--- config.mk ---
export PLATFORM = sky130hd
export DESIGN_NAME = handshake_receiver
export DESIGN_NICKNAME = d
export VERILOG_FILES = /design/src/rtl/handshake_receiver.sv
export SDC_FILE = /design/constraint.sdc
export NUM_CORES = 1
export LEC_CHECK = 0
export CAP_MARGIN = 40
export CORE_ASPECT_RATIO = 1.25
export CORE_MARGIN = 2
export CORE_UTILIZATION = 45
export DETAILED_ROUTE_END_ITERATION = 16
export GPL_TIMING_DRIVEN = 0
export PLACE_DENSITY = 0.78
export SYNTH_ARGS = -nofsm -noshare
export SYNTH_HDL_FRONTEND = slang
export SYNTH_SLANG_ARGS = --single-unit
--- constraint.sdc ---
create_clock -name clk -period 2.05 [get_ports clk]
set_input_delay 0.205 -clock clk [delete_from_list [all_inputs] [get_ports clk]]
set_output_delay 0.205 -clock clk [all_outputs]
set_load 0.1 [all_outputs]
--- src/rtl/handshake_receiver.sv ---
// rtl/handshake_receiver.sv - four-phase validdata/acknowledge receiver feeding a read FIFO
//
// Captures data_in when the sender raises validdata (and the FIFO has room).
// It raises acknowledge ACK_DELAY cycles after the capture edge and holds it
// until validdata drops. Downstream logic drains the words through rd_en/dout.
// A sender that drops validdata before acknowledge sets a sticky proto_err.
//
// Ports:
//   clk          system clock, rising edge
//   rst          asynchronous active-low reset
//   validdata    sender request (level, four-phase)
//   data_in      sender data, sampled only on the capture edge
//   acknowledge  registered handshake response
//   rd_en        downstream read request; ignored while empty
//   dout         registered read data
//   empty/full   occupancy flags
//   count        FIFO occupancy, 0..DEPTH
//   proto_err    sticky protocol-violation flag, cleared only by reset

module handshake_receiver #(
  parameter int DATA_W    = 8,
  parameter int DEPTH     = 4,
  parameter int ACK_DELAY = 2
) (
  input  logic                     clk,
  input  logic                     rst,
  input  logic                     validdata,
  input  logic [DATA_W-1:0]        data_in,
  output logic                     acknowledge,
  input  logic                     rd_en,
  output logic [DATA_W-1:0]        dout,
  output logic                     empty,
  output logic                     full,
  output logic [$clog2(DEPTH):0]   count,
  output logic                     proto_err
);

  localparam int PTR_W = $clog2(DEPTH);
  localparam int CNT_W = (ACK_DELAY > 1) ? $clog2(ACK_DELAY) : 1;
  localparam logic [CNT_W-1:0] CNT_LOAD   = CNT_W'(ACK_DELAY - 1);
  localparam logic [PTR_W:0]   FULL_COUNT = (PTR_W + 1)'(DEPTH);

  typedef enum logic [1:0] {
    ST_IDLE,
    ST_DELAY,
    ST_ACK
  } state_t;

  state_t             state;
  state_t             state_next;
  logic [CNT_W-1:0]   cnt_q;
  logic [CNT_W-1:0]   cnt_next;
  logic               ack_next;
  logic               err_set;
  logic               wr_en;
  logic               rd_fire;

  logic [DATA_W-1:0]  mem [DEPTH];
  logic [PTR_W-1:0]   wptr;
  logic [PTR_W-1:0]   rptr;

  // full is the pre-edge occupancy, so a read on the same edge does not
  // make room for this cycle's capture; the sender simply retries next edge.
  always_comb begin
    state_next = state;
    cnt_next   = cnt_q;
    ack_next   = 1'b0;
    err_set    = 1'b0;
    wr_en      = 1'b0;
    case (state)
      ST_IDLE: begin
        if (validdata && !full) begin
          wr_en      = 1'b1;
          cnt_next   = CNT_LOAD;
          state_next = ST_DELAY;
        end
      end
      ST_DELAY: begin
        if (!validdata) begin
          // Early withdrawal: the captured word stays in the FIFO.
          err_set    = 1'b1;
          state_next = ST_IDLE;
        end else if (cnt_q == '0) begin
          ack_next   = 1'b1;
          state_next = ST_ACK;
        end else begin
          cnt_next = cnt_q - CNT_W'(1);
        end
      end
      ST_ACK: begin
        if (validdata) begin
          ack_next = 1'b1;
        end else begin
          state_next = ST_IDLE;
        end
      end
      default: state_next = ST_IDLE;
    endcase
  end

  always_ff @(posedge clk or negedge rst) begin
    if (!rst) begin
      state       <= ST_IDLE;
      cnt_q       <= '0;
      acknowledge <= 1'b0;
      proto_err   <= 1'b0;
    end else begin
      state       <= state_next;
      cnt_q       <= cnt_next;
      acknowledge <= ack_next;
      proto_err   <= proto_err | err_set;
    end
  end

  assign rd_fire = rd_en && !empty;

  always_ff @(posedge clk or negedge rst) begin
    if (!rst) begin
      wptr  <= '0;
      rptr  <= '0;
      count <= '0;
      dout  <= '0;
    end else begin
      if (wr_en) begin
        wptr <= wptr + PTR_W'(1);
      end
      if (rd_fire) begin
        rptr <= rptr + PTR_W'(1);
        dout <= mem[rptr];
      end
      case ({wr_en, rd_fire})
        2'b10:   count <= count + (PTR_W + 1)'(1);
        2'b01:   count <= count - (PTR_W + 1)'(1);
        default: count <= count;
      endcase
    end
  end

  // Storage is deliberately not reset; the rst term only blocks writes while
  // reset is held.
  always_ff @(posedge clk) begin
    if (wr_en && rst) begin
      mem[wptr] <= data_in;
    end
  end

  assign empty = (count == '0);
  assign full  = (count == FULL_COUNT);

endmodule

### Yosys cells after proc, flatten, opt, wreduce, memory -nomap -nowiden

Memory sizes are Yosys's and may differ from the RTL's. A register that Yosys moved wholly into a read port is not among the register bits.
Index checks and enable logic that the tools add are counted.

| storage, ports and cells | value |
|---|---|
| word-level logic and storage cells | 55 |
| memories | 1 |
| bits in registers | 12 |
| memory bits (writable) | 32 |
| output and inout port bits | 15 |

| cells by class | value |
|---|---|
| reductions and logical operators | 12 |
| bitwise logic cells | 1 |
| equality and inequality tests | 9 |
| add/sub/neg operators | 5 |
| muxes and demuxes | 20 |

Memory list:

| name | depth | bits a word | read ports | clocked after memory_dff | wr ports | line | source |
|---|---|---|---|---|---|---|---|
| mem | 4 | 8 | 1 | 1 | 1 | 58 | `logic [DATA_W-1:0] mem [DEPTH];` |

Operators with widths:

| operator | count |
|---|---|
| $mux W1 | 12 |
| $mux W2 | 4 |
| $ne A2 B2 Y1 const B | 3 |
| $pmux W2 S3 | 1 |
| $pmux W3 S2 | 1 |
| $reduce_and A3 Y1 | 2 |
| $add A2 B1 Y2 const B | 2 |
| $eq A2 B1 Y1 const B | 2 |
| $eq A2 B2 Y1 const B | 2 |
| $pmux W1 S2 | 2 |
| $reduce_bool A2 Y1 | 2 |
| $add A3 B1 Y3 const B | 1 |
| $eq A3 B3 Y1 const B | 1 |
| $logic_and A1 B1 Y1 | 3 |
| $logic_not A1 Y1 | 3 |
| $logic_not A3 Y1 | 1 |
| $ne A3 B3 Y1 const B | 1 |
| $sub A3 B1 Y3 const B | 1 |
| $logic_not A2 Y1 | 1 |
| $or A1 B1 Y1 | 1 |
| $sub A1 B1 Y1 const B | 1 |

### Longest topological paths before layout

| depth | value |
|---|---|
| depth in word-level cells | 8 |
| depth in mapped cells | 11 |
| depth with buffers taken out | 10 |

### Worst setup path before layout

No wires, ideal clock.

| timing path | value |
|---|---|
| path kind | reg-to-output |
| from | register count[0] |
| to | output empty |
| stages on the path, launching flop included | 2 |
| buffers on the path | 0 |
| arrival | 3.015 ns |
| data required time | 1.845 ns |
| path slack | -1.170 ns |
| path through | dfrtp_1 > nor3_1 |

| between the ends | value |
|---|---|
| word-level cells in the longest chain between the ends | 1 |

RTL lines:

| item | line | source |
|---|---|---|
| from (decl) | 34 | `output logic [$clog2(DEPTH):0] count,` |
| from (signal assigned) | 132 | `2'b10: count <= count + (PTR_W + 1)'(1);` |
| from (signal assigned) | 133 | `2'b01: count <= count - (PTR_W + 1)'(1);` |
| from (signal assigned) | 134 | `default: count <= count;` |
| $logic_not A3 Y1 | 147 | `assign empty = (count == '0);` |
| to (decl) | 32 | `output logic empty,` |

Every way passes these cells.

### Worst setup path in the final report

| timing path | value |
|---|---|
| from | register count[1] |
| to | register count[2] |

| between the ends | value |
|---|---|
| word-level cells in the longest chain between the ends | 7 |

RTL lines:

| item | line | source |
|---|---|---|
| $eq A3 B3 Y1 | 148 | `assign full = (count == FULL_COUNT);` |
| $logic_not A1 Y1 | 72 | `if (validdata && !full) begin` |
| $logic_and A1 B1 Y1 | 72 |  |
| $mux W1 | 72 |  |
| $mux W1 | 70 | `case (state)` |
| $eq A2 B1 Y1 or $eq A2 B2 Y1 (tied branches) | 131 | `case ({wr_en, rd_fire})` |
| $pmux W3 S2 or $reduce_bool A2 Y1 (tied branches) | n/a |  |

Parallel ways exist; a longest one is shown, timed or not.
A chain may end at the register's enable or synchronous reset.

==> impl_metrics.json <==
{
  "totalWireLength_um": 4270,
  "critPathMaxFanout": 3,
  "critical_path.most_common_cell": "xor2_1",
  "seq_area_um2": 1470,
  "cts_tree": "done",
  "fp.dieW_um": 66.6,
  "clk_latency_ps": 300,
  "finalHoldViolCount": 0,
  "crit_path_end": "count[2]",
  "final-instance-count-excl-fill": 269,
  "synthCells": 145,
  "setup_viol": 1,
  "synthFlopType": "edfxtp_1",
  "place.gp.congestion": 0.848,
  "synth.area.top_cells": "edfxtp_1 44%, dfrtp_1 23%, mux4_2 8.2%",
  "hold_path_class": "primary input to async pin",
  "async_flop_share_pct": 38.5,
  "top_level_ports": 27,
  "clk_pin_slew_ps": 90,
  "rr_startpoint": "count[1]",
  "grtUsageTotal_pct": 16.8,
  "maxCapViolCount": 0,
  "fin_ws_ps": -146,
  "synth_top_cell_area_share_pct": 43.6,
  "dieArea_um2": 5480,
  "core_um2": 4730,
  "crit_cells": 9,
  "antenna_cells": 0,
  "dpl-instance-area_um2": 2810,
  "cts.sinks": 52,
  "grt_max_degree": 20,
  "skew_ps": 8.92,
  "multi_input_area_um2": 716,
  "post-place-ws_ps": -449,
  "die_h_um": 82.3,
  "final_area_um2": 3050,
  "nets": 230,
  "max_stage_delay_ps": 490,
  "synth_area_um2": 2210,
  "r2r_slack_ps": -150,
  "rsz0062_at_grt": "true",
  "fin_util_pct": 64.5,
  "reg2reg_to": "count[2]",
  "syn2layout_area_growth_pct": 38.3,
  "maxSlewViolCount": 0,
  "cts_hold_buf": 0,
  "globalRouteOverflowTotal": 0,
  "io_buffers": 25,
  "antenna_found_initial": 0,
  "arrival_ps": 2420,
  "final_common_cell": "edfxtp_1",
  "slew_headroom_pct": 63.0,
  "synth-seq-cells": 52,
  "synth.avg_cell_area_um2": 15.2,
  "outcome": "finished, violations left",
  "first_global_vias": 1440,
  "cp_slowest_cell": "dfrtp_4",
  "path_cells": "or3b_4, and3_4, inv_4, ha_4, inv_2, fa_2, xor2_1, nor2_1, xor2_1",
  "clockRootBuffer": "clkbuf_8",
  "crit_type": "flip-flop to flip-flop",
  "max_freq_mhz": 455,
  "startpoint_type": "flip-flop",
  "yosys_warnings": 0,
  "dr.pass1.iters": 4,
  "crit_buf_inv": 2,
  "routed_via_density": 5.25,
  "crit_start": "count[1]",
  "yosysTopAreaCell": "edfxtp_1",
  "grt_pass1_wl_um": 6710,
  "rows": 28,
  "synth_edf_count": 32,
  "failed_checks": "negative setup slack",
  "tightest_slew_ps": 555,
  "syn_nets": 167,
  "fillCellCount": 331,
  "required_ps": 2270,
  "vias": 1411,
  "cp-end-kind": "flip-flop",
  "cts_made_buffers": 5,
  "wl_per_cell_um": 15.9,
  "synthDistinctLibCells": 34,
  "clk_path_buf_depth": 2,
  "htreeDepth": 2,
  "layout_common_cells": "32 x edfxtp_1, 26 x nand2_1, 23 x clkdlybuf4s50_1",
  "start_util_pct": 46.6,
  "finalCriticalPeriod_ps": 2200,
  "dp.cells": 246,
  "detail-route-antenna-nets": 0,
  "place_hpwl_um": 2850,
  "drt_iter0_markers": 106,
  "path_delay_family": "simple AND/OR/NAND/NOR gates",
  "yosysSeqAreaShare_pct": 66.3,
  "route.detailed.drc": 0,
  "drive_gt1_share_pct": 32.5,
  "reg2reg_depth": 9,
  "post-route-period-util_pct": 107
}
worst min-delay path by stage:
stage / startpoint / endpoint / slack [ps] / depth (start not counted)
after global placement: proto_err / proto_err / 440 / 1
after detailed placement: proto_err / proto_err / 440 / 1
final: rst / state[0] / 150 / 1
after floorplan: rst / acknowledge / -90 / 0
after global routing: rst / state[0] / 170 / 1
after CTS: rst / state[0] / 160 / 1
per-layer routing:
metal | part of all wire, % | vias to the layer above | global-route usage, %
li1 | - | 648 | -
met1 | 41 | 710 | 19.8
met2 | 54 | 44 | 30.1
met3 | 3.4 | 9 | 2.85
met4 | 2.0 | 0 | 7.35
met5 | 0 | - | 0
logic make-up (layout without fill, tap and decap cells):
kind of cell	Yosys count	in the layout	synth area share, %
mux	10	10	9.36
buf+inv	15	79	2.95
compound gates	13	13	4.54
fa+ha+maj	10	10	6.01
simple gates	39	39	8.51
flops	52	52	66.3
xor+xnor	6	6	2.38
layout make-up:
cell class / count / share of cell area, %
tap: 60 / 2.46
inverter: 11 / 1.52
multi-input combinational: 78 / 23.5
buffer: 3 / 0.410
sequential: 52 / 48.3
timing repair buffer: 57 / 20.2
clock buffer: 6 / 2.38
clock inverter: 2 / 1.27
repair_timing:
item                                    CTS  global route
setup buffers                            10             7
pin swaps                                 5             3
resized for setup                         6             2
endpoints found under the setup margin    4             2
metrics by stage:
stage | TNS, ps | hold slack (ps)
floorplan | -682 | -90.6
global placement | -5010 | 440
detailed placement | -841 | 444
CTS | -72.0 | 158
global route | -233 | 166
finish | -146 | 153
synth_stat cells, types with 2 or more instances:
cell and n:
mux4_2 8, dfrtp_1 20, o21ai_0 2, nand2_1 26, edfxtp_1 32, clkbuf_1 2
xnor2_1 4, a211oi_1 2, and3_2 4, nor3_1 2, a21o_1 2, xor2_1 2
ha_1 9, inv_1 10
sequential cells by signal, indices dropped and copies added, names as in the netlist:
name,cells
mem,32
state,2
proto_err,1
cnt_q,1
dout,8
rptr,2
wptr,2
acknowledge,1
count,3
Power is not shown: default switching activity piles up to over one toggle a cycle in this logic, so the estimate is an artifact.
==> patch (same flow settings) <==
`ACK_DELAY`: 2 -> 4.
--- a/src/rtl/handshake_receiver.sv
+++ b/src/rtl/handshake_receiver.sv
@@ -20,7 +20,7 @@
 module handshake_receiver #(
   parameter int DATA_W    = 8,
   parameter int DEPTH     = 4,
-  parameter int ACK_DELAY = 2
+  parameter int ACK_DELAY = 4
 ) (
   input  logic                     clk,
   input  logic                     rst,
Formal check against the unedited RTL: not equivalent (Yosys sat finds a counterexample within 4 cycles, from zero or initial values and one cycle with rst low).
==> patch against the unedited design <==
Synthesized area increased by 2.6%. Routed wire length is 0.42% lower. Cell area down 0.41%. Largest cell class unchanged. Maximum frequency is 12% higher. Core utilization fell by 1.2 points. Non-clock buffer count fell by 12. Critical endpoint unchanged. Worst setup slack better by 230 ps. Sequential cell count is 1 higher. Via count fell by 3.0%.
Power is left out: the tool's default activity adds up to more than one toggle a clock period on the data nets, which glitch-free logic cannot reach.
==> patch: results (changes against the unedited design) <==
metric;value;unit;change
yosys-top-cells-count;edfxtp_1, nand2_1, dfrtp_1, inv_1, ha_1;;
crit_fanout;8;;+5
status;completed;;
slowest_delay;410;ps;-80 ps
syn_inst;153;;+5.5%
reg2reg_depth;11;;+2
grt_max_degree;21;;+5.0%
yosysSeqAreaShare;0.657;;-0.00579
multiInputGateArea;756;µm²;+5.6%
post_cts_buffers;2;;-8
vias;1368;;-3.0%
slew_headroom;0.634;;+0.00410
reg2reg_from;state[0];;
postRouteWirelength;4260;µm;-0.42%
synth_area_leaders;edfxtp_1, dfrtp_1, mux4_2;;
hpwl;3040;µm;+6.7%
fillers;339;;+2.4%
synthArstFlopShare;0.396;;+0.0116
rrSetupSlack;80;ps;+230 ps
place_inst;254;;+3.3%
first_global_vias;1494;;+3.8%
placed_area;2880;µm²;+2.7%
slowest_stage;dfrtp_1;;
gp_congestion;0.748;;-12%
layout.cells.non_filler;266;;-1.1%
drtPass1Iterations;6;;+2
dr.first_iter.drc_count;60;;-43%
syn_nets;175;;+4.8%
nets;227;;-1.3%
grt_pass1_wl;7150;µm;+6.6%
patch: changes by cell type in the layout (fill, tap and decap cells not counted), sizes merged, moves of 2 or more:
cell / before / now
a21oi: 0 / 2
a31oi: 1 / 3
buf: 34 / 21
a211oi: 2 / 0
nand2: 26 / 31
nor2: 1 / 5
patch: worst reg2reg max path, cell delays in order, from the launching register on:
cell     delay, ps
dfrtp_1        410
inv_1          130
ha_4           200
nand2_1        100
nor2_4         170
inv_2           60
ha_4           160
inv_2           50
fa_2           190
xor2_1         160
nor2_1          80
xor2_1         160
patch: layer usage:
layer  track usage  part of all wire  routed length (µm)
met3        0.0461             0.027                 117
met4        0.0594             0.010                  44
met1         0.196              0.40                1720
met5             0                 0                   0
met2         0.305              0.56                2380
patch: area by class of cell:
type / count / area share
repair buffers: 45 / 0.177
clock inverters: 2 / 0.0128
multi-input cells: 84 / 0.249
plain buffers: 3 / 0.00412
flip-flops and latches: 53 / 0.492
inverters: 13 / 0.0169
well taps: 60 / 0.0247
clock buffers: 6 / 0.0239
patch: cell families (layout without fill, tap and decap cells):
kind of cell / Yosys count / after routing / synth area share
AOI/OAI and AO/OA: 12 / 12 / 0.0448
adders and majority gates: 10 / 10 / 0.0586
muxes: 11 / 11 / 0.0956
xor gates and xnor gates: 6 / 6 / 0.0232
DFF: 53 / 53 / 0.657
buffers and inverters: 16 / 69 / 0.0282
and+or+nand+nor: 45 / 45 / 0.0929
patch: how the worst max path moves through the flow:
stage	end	cells after the start	startpoint	slack, ps
finish	count[2]	11	state[0]	80
global route	count[2]	9	count[0]	-40
CTS	count[2]	11	state[0]	10
detailed placement	count[2]	8	count[0]	-180
global placement	full	2	count[0]	-170
floorplan	count[2]	9	count[2]	-750
